--- src/rtl/alu_cmd_issuer_if.sv ---
// Command, ALU operand/result and response signals between the issuer and its environment.
// The master modport is the issuer; the slave modport is the command source, ALU and response sink.
interface alu_cmd_issuer_if #(
  parameter int unsigned WIDTH = 32
);
  logic             cmd_valid;
  logic             cmd_ready;
  logic [3:0]       cmd_op;
  logic [WIDTH-1:0] cmd_a;
  logic [WIDTH-1:0] cmd_b;
  logic             cmd_chain;
  logic [WIDTH-1:0] alu_num1;
  logic [WIDTH-1:0] alu_num2;
  logic [3:0]       alu_sel;
  logic [WIDTH-1:0] alu_ans;
  logic [2:0]       alu_flag;
  logic             alu_error;
  logic             rsp_valid;
  logic             rsp_ready;
  logic [WIDTH-1:0] rsp_data;
  logic [2:0]       rsp_flag;
  logic             rsp_error;

  modport master (
    input  cmd_valid, cmd_op, cmd_a, cmd_b, cmd_chain,
    input  alu_ans, alu_flag, alu_error, rsp_ready,
    output cmd_ready, alu_num1, alu_num2, alu_sel,
    output rsp_valid, rsp_data, rsp_flag, rsp_error
  );

  modport slave (
    output cmd_valid, cmd_op, cmd_a, cmd_b, cmd_chain,
    output alu_ans, alu_flag, alu_error, rsp_ready,
    input  cmd_ready, alu_num1, alu_num2, alu_sel,
    input  rsp_valid, rsp_data, rsp_flag, rsp_error
  );
endinterface

--- src/rtl/alu_cmd_issuer.sv ---
// Issues commands to an external combinational ALU and returns its captured result as a response,
// optionally chaining the last good result in as operand A.
module alu_cmd_issuer #(
  parameter int unsigned WIDTH = 32,
  parameter int unsigned ERRW  = 8
) (
  input  logic             clk,
  input  logic             rstn,
  alu_cmd_issuer_if.master bus,
  output logic             busy,
  output logic [ERRW-1:0]  err_count
);

  typedef enum logic [1:0] {
    IDLE = 2'd0,
    EXEC = 2'd1,
    DONE = 2'd2
  } state_e;

  state_e           state_q, state_d;
  logic [WIDTH-1:0] num1_q, num1_d;
  logic [WIDTH-1:0] num2_q, num2_d;
  logic [3:0]       sel_q, sel_d;
  logic [WIDTH-1:0] last_q, last_d;
  logic [WIDTH-1:0] rsp_data_q, rsp_data_d;
  logic [2:0]       rsp_flag_q, rsp_flag_d;
  logic             rsp_err_q, rsp_err_d;
  logic [ERRW-1:0]  err_q, err_d;
  logic             load_c;

  always_ff @(posedge clk) begin
    if (!rstn) begin
      state_q    <= IDLE;
      num1_q     <= '0;
      num2_q     <= '0;
      sel_q      <= '0;
      last_q     <= '0;
      rsp_data_q <= '0;
      rsp_flag_q <= '0;
      rsp_err_q  <= 1'b0;
      err_q      <= '0;
    end else begin
      state_q    <= state_d;
      num1_q     <= num1_d;
      num2_q     <= num2_d;
      sel_q      <= sel_d;
      last_q     <= last_d;
      rsp_data_q <= rsp_data_d;
      rsp_flag_q <= rsp_flag_d;
      rsp_err_q  <= rsp_err_d;
      err_q      <= err_d;
    end
  end

  always_comb begin
    state_d    = state_q;
    num1_d     = num1_q;
    num2_d     = num2_q;
    sel_d      = sel_q;
    last_d     = last_q;
    rsp_data_d = rsp_data_q;
    rsp_flag_d = rsp_flag_q;
    rsp_err_d  = rsp_err_q;
    err_d      = err_q;
    load_c     = 1'b0;

    case (state_q)
      IDLE: begin
        if (bus.cmd_valid) begin
          load_c  = 1'b1;
          state_d = EXEC;
        end
      end
      EXEC: begin
        rsp_flag_d = bus.alu_flag;
        rsp_err_d  = bus.alu_error;
        state_d    = DONE;
        if (!bus.alu_error) begin
          rsp_data_d = bus.alu_ans;
          last_d     = bus.alu_ans;
        end else begin
          rsp_data_d = '0;
          if (err_q != '1) err_d = err_q + ERRW'(1);
        end
      end
      DONE: begin
        // Handshake completing with a command waiting re-enters EXEC directly.
        if (bus.rsp_ready) begin
          if (bus.cmd_valid) begin
            load_c  = 1'b1;
            state_d = EXEC;
          end else begin
            state_d = IDLE;
          end
        end
      end
      default: state_d = IDLE;
    endcase

    if (load_c) begin
      num1_d = bus.cmd_chain ? last_q : bus.cmd_a;
      num2_d = bus.cmd_b;
      sel_d  = bus.cmd_op;
    end
  end

  assign bus.cmd_ready = (state_q == IDLE) || ((state_q == DONE) && bus.rsp_ready);
  assign bus.alu_num1  = num1_q;
  assign bus.alu_num2  = num2_q;
  assign bus.alu_sel   = sel_q;
  assign bus.rsp_valid = (state_q == DONE);
  assign bus.rsp_data  = rsp_data_q;
  assign bus.rsp_flag  = rsp_flag_q;
  assign bus.rsp_error = rsp_err_q;
  assign busy          = (state_q != IDLE);
  assign err_count     = err_q;

endmodule

--- src/flat_wrapper.sv ---
// flat-port wrapper written by rule: the top's interface ports become plain ports
module alu_cmd_issuer_flat 
#(
  parameter int unsigned WIDTH = 32,
  parameter int unsigned ERRW  = 8
)
  (clk, rstn, busy, err_count, bus_cmd_valid, bus_cmd_op, bus_cmd_a, bus_cmd_b, bus_cmd_chain, bus_alu_ans, bus_alu_flag, bus_alu_error, bus_rsp_ready, bus_cmd_ready, bus_alu_num1, bus_alu_num2, bus_alu_sel, bus_rsp_valid, bus_rsp_data, bus_rsp_flag, bus_rsp_error);
  alu_cmd_issuer_if #(.WIDTH(WIDTH)) bus_i ();
  input  logic clk;
  input  logic rstn;
  output logic busy;
  output logic [ERRW-1:0] err_count;
  input wire logic [$bits(bus_i.cmd_valid)-1:0] bus_cmd_valid;
  input wire logic [$bits(bus_i.cmd_op)-1:0] bus_cmd_op;
  input wire logic [$bits(bus_i.cmd_a)-1:0] bus_cmd_a;
  input wire logic [$bits(bus_i.cmd_b)-1:0] bus_cmd_b;
  input wire logic [$bits(bus_i.cmd_chain)-1:0] bus_cmd_chain;
  input wire logic [$bits(bus_i.alu_ans)-1:0] bus_alu_ans;
  input wire logic [$bits(bus_i.alu_flag)-1:0] bus_alu_flag;
  input wire logic [$bits(bus_i.alu_error)-1:0] bus_alu_error;
  input wire logic [$bits(bus_i.rsp_ready)-1:0] bus_rsp_ready;
  output wire logic [$bits(bus_i.cmd_ready)-1:0] bus_cmd_ready;
  output wire logic [$bits(bus_i.alu_num1)-1:0] bus_alu_num1;
  output wire logic [$bits(bus_i.alu_num2)-1:0] bus_alu_num2;
  output wire logic [$bits(bus_i.alu_sel)-1:0] bus_alu_sel;
  output wire logic [$bits(bus_i.rsp_valid)-1:0] bus_rsp_valid;
  output wire logic [$bits(bus_i.rsp_data)-1:0] bus_rsp_data;
  output wire logic [$bits(bus_i.rsp_flag)-1:0] bus_rsp_flag;
  output wire logic [$bits(bus_i.rsp_error)-1:0] bus_rsp_error;
  assign bus_i.cmd_valid = bus_cmd_valid;
  assign bus_i.cmd_op = bus_cmd_op;
  assign bus_i.cmd_a = bus_cmd_a;
  assign bus_i.cmd_b = bus_cmd_b;
  assign bus_i.cmd_chain = bus_cmd_chain;
  assign bus_i.alu_ans = bus_alu_ans;
  assign bus_i.alu_flag = bus_alu_flag;
  assign bus_i.alu_error = bus_alu_error;
  assign bus_i.rsp_ready = bus_rsp_ready;
  assign bus_cmd_ready = bus_i.cmd_ready;
  assign bus_alu_num1 = bus_i.alu_num1;
  assign bus_alu_num2 = bus_i.alu_num2;
  assign bus_alu_sel = bus_i.alu_sel;
  assign bus_rsp_valid = bus_i.rsp_valid;
  assign bus_rsp_data = bus_i.rsp_data;
  assign bus_rsp_flag = bus_i.rsp_flag;
  assign bus_rsp_error = bus_i.rsp_error;
  alu_cmd_issuer #(.WIDTH(WIDTH), .ERRW(ERRW)) u_core (.clk(clk), .rstn(rstn), .bus(bus_i), .busy(busy), .err_count(err_count));
endmodule
--- config.mk ---
export PLATFORM = sky130hd
export DESIGN_NAME = alu_cmd_issuer_flat
export DESIGN_NICKNAME = d
export VERILOG_FILES = /design/src/rtl/alu_cmd_issuer_if.sv /design/src/rtl/alu_cmd_issuer.sv /design/src/flat_wrapper.sv
export SDC_FILE = /design/constraint.sdc
export NUM_CORES = 1
export LEC_CHECK = 0
export BUFFER_PORTS_ARGS = -buffer_cell sky130_fd_sc_hd__buf_2
export CAP_MARGIN = 20
export CORE_MARGIN = 8
export CORE_UTILIZATION = 47
export DETAILED_ROUTE_END_ITERATION = 10
export GPL_TIMING_DRIVEN = 0
export PLACE_DENSITY_LB_ADDON = 0.08
export SLEW_MARGIN = 20
export SYNTH_ARGS = -nofsm -noshare
export SYNTH_HDL_FRONTEND = slang
export SYNTH_SLANG_ARGS = --single-unit
export TNS_END_PERCENT = 20
--- constraint.sdc ---
create_clock -name clk -period 2.5 [get_ports clk]
set_input_delay 0.5 -clock clk [delete_from_list [all_inputs] [get_ports clk]]
set_output_delay 0.5 -clock clk [all_outputs]
set_load 0.01 [all_outputs]
==> results of run 1 <==
==> critical path: stages, from the launching register on <==
cell and delay [ns]:
dfxtp_1 0.32, buf_6 0.16, clkbuf_1 0.36, buf_2 0.29
or2_2 0.14, buf_2 0.12
==> cells in the final DEF, fill, tap and decap left out, drive strengths merged <==
cell / n
a211oi: 35
a21oi: 43
a22o: 64
a31oi: 32
a41o: 1
and2b: 1
and3: 3
and4: 2
and4b: 1
buf: 265
bufinv: 1
clkbuf: 47
clkinv: 5
dfxtp: 146
ha: 1
inv: 5
mux2i: 38
nand2: 14
nand2b: 7
nand3: 2
nand4: 39
nand4b: 1
nor2: 2
nor2b: 2
nor3: 2
nor4: 1
o2111a: 1
o21a: 1
o21ai: 1
o31ai: 36
or2: 1
==> worst max path at each step <==
stage / from / to / cells past startpoint
2_1_floorplan: bus_rsp_ready / bus_cmd_ready / 4
3_3_place_gp: bus_rsp_ready / bus_cmd_ready / 6
3_5_place_dp: bus_rsp_ready / bus_cmd_ready / 6
4_1_cts: u_core.state_q[0] / busy / 5
5_1_grt: u_core.state_q[0] / busy / 5
6_report: u_core.state_q[0] / busy / 5
==> flip-flops by register name, summed over array words and instances, names as in the netlist <==
register	flops
u_core.bus.alu_num1	32
u_core.bus.alu_num2	32
u_core.bus.alu_sel	4
u_core.bus.rsp_data	32
u_core.bus.rsp_error	1
u_core.bus.rsp_flag	3
u_core.err_count	8
u_core.last_q	32
u_core.state_q	2
==> metal layers <==
| metal | wire (um) | share of wire [%] |
|---|---|---|
| met3 | 1430 | 8.0 |
| met2 | 8710 | 49 |
| met5 | 0 | 0 |
| met1 | 7530 | 42 |
| met4 | 209 | 1.2 |
==> power by group through the flow <==
| stage | registers [W] | clock network (W) | logic (W) |
|---|---|---|---|
| finish | 0.00251 | 0.00232 | 0.000680 |
| floorplan | 0.00260 | 0 | 0.000333 |
| global placement | 0.00256 | 0 | 0.000670 |
| CTS | 0.00251 | 0.00235 | 0.000684 |
| global route | 0.00253 | 0.00245 | 0.000740 |
| detailed placement | 0.00256 | 0 | 0.000681 |
==> area by class of cell <==
class	count	area share, %
flip-flops and latches	146	38.7
clock buffers	26	6.35
inverters	5	0.249
plain buffers	65	4.64
repair buffers	221	14.7
multi-input cells	331	32.2
clock inverters	6	0.730
well taps	147	2.44
==> through the flow <==
| stage | area, um^2 | setup slack [ns] |
|---|---|---|
| 2_1_floorplan | 5720 | 0.824 |
| 3_3_place_gp | 7010 | 0.514 |
| 3_5_place_dp | 7010 | 0.504 |
| 4_1_cts | 7540 | 0.169 |
| 5_1_grt | 7540 | 0.0771 |
| 6_report | 7540 | 0.197 |
==> cells by family after synthesis <==
group           after synthesis  synth area share, %
mux                          38                 6.65
fa+ha+maj                     1                0.219
buf+inv                      70                 6.45
simple gates                 78                 8.42
compound gates              214                 27.2
flops                       146                 51.1
==> results.py, run 1 <==
metrics = {
    "finish": {
        "nNetsFinal": 897,
        "post-route-util_pct": 63.1,
        "seq_area_mm2": 0.00292,
        "area_growth_pct": 31.9,
        "n_antenna_cell": 0,
        "layout.cells.non_filler": 947,
        "multi_input_area_mm2": 0.00243,
        "num-fill-cells": 1006,
        "final_layout_size_suffix_gt1_share_pct": 37.0,
    },
    "global_route": {
        "grt_pass1_vias": 5529,
        "grtUsageMet2_pct": 36.6,
        "grtUsageTotal_pct": 21.6,
        "grt_pass1_wl_um": 28000,
        "antenna_found_initial": 0,
        "grt-ovfl-total": 0,
        "grt.busiest_layer": "met2",
        "grt.met1_usage_pct": 24.8,
        "grtUsageMet3_pct": 8.00,
        "grt_max_degree": 17,
    },
    "clock_tree": {
        "htree_levels": 4,
        "cts-root-buf": "clkbuf_16",
        "ctsHoldBuffers": 0,
        "cts_tree": "built",
        "cts_setup_buffers": 0,
        "clkTransAtPathRegs_ns": 0.06,
        "cts_resized": 0,
        "clkLatencyLatePin_ns": 0.42,
        "clkSinkCount": 146,
        "cts.path.max_buffers": 2,
        "cts_buffers": 17,
    },
    "logic_synthesis": {
        "yosysTopAreaCellShare_pct": 51.1,
        "synth_edf_count": 0,
        "ys_seq_elements": 146,
        "synth_warnings": 0,
        "synthesis.area_mm2": 0.00572,
        "synth.area.top_cells": "dfxtp_1 51%, a22o_1 9.8%, mux2i_1 6.6%",
        "ys.flop_type": "dfxtp_1",
        "syn_nets": 657,
        "syn_inst": 547,
        "yosysSeqAreaShare_pct": 51.1,
        "synth_most_common_cell": "dfxtp_1",
        "synthArstFlopShare_pct": 0,
        "synth_cell_types": 37,
        "yosys.area.top_type": "dfxtp_1",
        "synth_area_per_cell_um2": 10.5,
        "yosys-top-cells-count": "146 x dfxtp_1, 64 x a22o_1, 42 x a21oi_1",
    },
    "run": {
        "drv_cap": 0,
    },
    "worst_setup_path": {
        "reg2reg_depth": 6,
        "start_kind": "flip-flop",
        "critPathKind": "flip-flop to output pin",
        "worstPathArrival_ns": 1.80,
        "end_kind": "output pin",
        "r2r_start": "u_core.state_q[0]",
        "cp.required_ns": 2.00,
        "rrSetupSlack_ns": 0.88,
        "crit_path_max_fanout": 10,
        "r2r-end": "u_core.bus.rsp_data[30]",
    },
    "placed_design": {
        "place_inst": 915,
        "place.gp.congestion": 0.790,
        "portBuffers": 221,
        "hpwlAfterDp_um": 13700,
    },
    "sta": {
        "fin_hold_ws_ns": 0.314,
        "worst_pin_slew_ns": 0.729,
        "finalSetupTns_ns": 0,
        "rsz0062_at_grt": "no",
        "timing.fmax_mhz": 434,
        "finalHoldViolations": 0,
        "finalCritPeriodShare_pct": 92.1,
        "slew_headroom_pct": 51.2,
        "clock_skew_ns": 0.00599,
        "period_needed_ns": 2.30,
        "setup_viol": 0,
        "report.final.slew_viol_count": 0,
    },
    "floorplanning": {
        "die_h_um": 126,
        "core_area_mm2": 0.0120,
        "fp.dieW_um": 126,
        "start_util_pct": 47.8,
        "rows": 40,
        "pin_count": 224,
        "die_area_mm2": 0.0160,
    },
    "pwr": {
        "powerDensity_mw_per_mm2": 731,
        "seqPwrFrac_pct": 45.6,
        "p_sw_share_pct": 24.7,
        "p_sw_w": 0.00136,
        "p_total_w": 0.00552,
        "p_leak_nw": 3.53,
        "p_int_w": 0.00415,
        "combPwrFrac_pct": 12.3,
        "pwr-share-clk_pct": 42.1,
        "ir_worst_vdd_mv": 0.498,
    },
    "min_path": {
        "holdPathEnd": "u_core.bus.rsp_data[22]",
        "hold_class": "primary input to flip-flop",
        "whs_path_depth": 2,
        "min_from": "bus_alu_ans[22]",
    },
    "outcome": {
        "status": "finished clean",
    },
    "drt": {
        "routed_via_density": 5.68,
        "firstDrtPassIters": 5,
        "drc": 0,
        "totalWireLength_um": 17900,
        "avgRoutedWirePerCell_um": 18.9,
        "drtAntennaViolNets": 0,
        "vias": 5383,
        "drt-initial-drc-count": 403,
    },
}
No activity file was read; power rests on OpenSTA's default activity.
==> run 2, diff against run 1 <==
--- a/config.mk
+++ b/config.mk
@@ -11,7 +11,7 @@
 export CORE_UTILIZATION = 47
 export DETAILED_ROUTE_END_ITERATION = 10
 export GPL_TIMING_DRIVEN = 0
-export PLACE_DENSITY_LB_ADDON = 0.08
+export PLACE_DENSITY = 0.78
 export SLEW_MARGIN = 20
 export SYNTH_ARGS = -nofsm -noshare
 export SYNTH_HDL_FRONTEND = slang
==> run 2 against run 1 <==
Final cell count decreased by 0.11%; count of clock-buffer cells in the layout decreased by 5; register-to-register slack improved by 0.04 ns; critical path depth unchanged; non-clock buffer count unchanged; via count increased by 3.8%; global-route usage increased by 1.4 points; clock power increased by 20%; flip-flop and latch count unchanged; design area increased by 1.5%; utilization increased by 0.97 points; first-iteration DRC count decreased by 2.7%; critical path type unchanged; largest power group is now clock.
==> results.py, run 2 (same netlist as run 1, synthesis figures left out) <==
metrics = {
    "pwr": {
        "p_sw_share_pct": 23.6,
        "seqPwrFrac_pct": 41.9,
        "combPwrFrac_pct": 11.5,
        "pwr-share-clk_pct": 46.5,
        "ir_worst_vdd_mv": 0.513,
        "p_int_w": 0.00458,
        "powerDensity_mw_per_mm2": 782,
        "p_sw_w": 0.00141,
        "p_leak_nw": 3.57,
    },
    "sta": {
        "fin_hold_ws_ns": 0.315,
        "clock_skew_ns": 0.00725,
        "slew_headroom_pct": 55.7,
        "worst_pin_slew_ns": 0.662,
        "report.final.slew_viol_count": 0,
        "rsz0062_at_grt": "no",
        "finalHoldViolations": 0,
        "finalCritPeriodShare_pct": 92.9,
        "timing.fmax_mhz": 430,
        "finalSetupTns_ns": 0,
        "setup_viol": 0,
        "period_needed_ns": 2.32,
    },
    "clock_tree": {
        "cts_resized": 0,
        "clkLatencyLatePin_ns": 0.42,
        "ctsHoldBuffers": 0,
        "clkSinkCount": 146,
        "cts_tree": "built",
        "cts_setup_buffers": 0,
        "cts_buffers": 17,
        "clkTransAtPathRegs_ns": 0.06,
        "cts-root-buf": "clkbuf_16",
        "cts.path.max_buffers": 2,
        "htree_levels": 4,
    },
    "drt": {
        "vias": 5586,
        "firstDrtPassIters": 5,
        "totalWireLength_um": 18600,
        "avgRoutedWirePerCell_um": 19.6,
        "drt-initial-drc-count": 392,
        "drc": 0,
        "drtAntennaViolNets": 0,
        "routed_via_density": 5.90,
    },
    "global_route": {
        "grt_pass1_vias": 5660,
        "grt_pass1_wl_um": 29800,
        "grt_max_degree": 17,
        "antenna_found_initial": 1,
        "grtUsageTotal_pct": 23.0,
        "grt-ovfl-total": 0,
    },
    "finish": {
        "layout_commonest_cell": "buf_2",
        "area_growth_pct": 33.9,
        "post-route-util_pct": 64.0,
        "n_antenna_cell": 0,
        "final_cell_mix": "252 x buf_2, 146 x dfxtp_1, 64 x a22o_1, 42 x a21oi_1, 39 x nand4_1",
        "num-fill-cells": 1009,
        "nNetsFinal": 897,
        "seq_area_mm2": 0.00292,
        "multi_input_area_mm2": 0.00243,
        "finalInstanceArea_mm2": 0.00766,
        "final_layout_size_suffix_gt1_share_pct": 37.7,
        "layout.cells.non_filler": 946,
    },
    "worst_setup_path": {
        "slowest_stage": "clkbuf_1",
        "critPathKind": "flip-flop to output pin",
        "start_kind": "flip-flop",
        "end_kind": "output pin",
        "worstPathArrival_ns": 1.82,
        "crit_chain": "buf_6 -> clkbuf_1 -> buf_2 -> or2_2 -> buf_2",
        "cp.required_ns": 2.00,
        "cpPeakStageDelay_ns": 0.37,
        "crit_path_max_fanout": 10,
        "cp_common_cell": "buf_2",
        "path_delay_family": "buffers and inverters",
        "critPathBufInv": 4,
    },
    "placed_design": {
        "place.gp.congestion": 0.870,
        "placed_area_mm2": 0.00701,
        "hpwlAfterDp_um": 14100,
        "place_inst": 915,
        "portBuffers": 221,
    },
    "floorplanning": {
        "start_util_pct": 47.8,
        "die_area_mm2": 0.0160,
        "core_area_mm2": 0.0120,
        "rows": 40,
        "fp.dieW_um": 126,
        "die_h_um": 126,
        "pin_count": 224,
    },
    "min_path": {
        "hold_class": "primary input to flip-flop",
    },
    "outcome": {
        "status": "finished clean",
    },
    "run": {
        "drv_cap": 0,
    },
}
[run 2: cell types whose count changed in the layout (fill, tap and decap cells not counted), sizes merged]
cell	previous run	this run
bufinv	1	5
clkinv	5	3
clkbuf	47	42
clkinvlp	0	2
[run 2: path summary, 6_finish.rpt]
path,startpoint,endpoint,slack (ns),depth (start not counted)
max,u_core.state_q[0],busy,0.18,5
max reg2reg,u_core.state_q[0],u_core.bus.rsp_data[2],0.92,6
min reg2reg,u_core.bus.rsp_flag[2],u_core.bus.rsp_flag[2],0.45,2
min,bus_alu_ans[19],u_core.bus.rsp_data[19],0.31,2
[run 2: layout make-up]
type                            count  area share, %
Sequential cell                   146           38.2
Tap cell                          147           2.40
Inverter                            5          0.245
Timing Repair Buffer              221           14.4
Clock inverter                     10           2.35
Multi-Input combinational cell    331           31.7
Clock buffer                       21           6.14
Buffer                             65           4.57
[run 2: metal layers]
layer | up-vias | routed length, um | global-route usage [%]
met5 | - | 12 | 0
met4 | 2 | 422 | 9.70
met3 | 37 | 1570 | 7.75
met2 | 263 | 9130 | 39.7
met1 | 2670 | 7440 | 25.5
li1 | 2614 | - | -
[run 2: through the flow]
stage	setup WS (ns)	total power, W
floorplan	0.824	0.00293
global placement	0.544	0.00322
detailed placement	0.534	0.00325
CTS	0.165	0.00603
global route	0.0593	0.00620
finish	0.177	0.00599
[run 2: power by group through the flow]
stage | sequential (W) | combinational (W) | clock, W
2_1_floorplan | 0.00260 | 0.000333 | 0
3_5_place_dp | 0.00256 | 0.000687 | 0
5_1_grt | 0.00252 | 0.000751 | 0.00292
4_1_cts | 0.00251 | 0.000692 | 0.00282
6_report | 0.00251 | 0.000690 | 0.00279
3_3_place_gp | 0.00255 | 0.000670 | 0
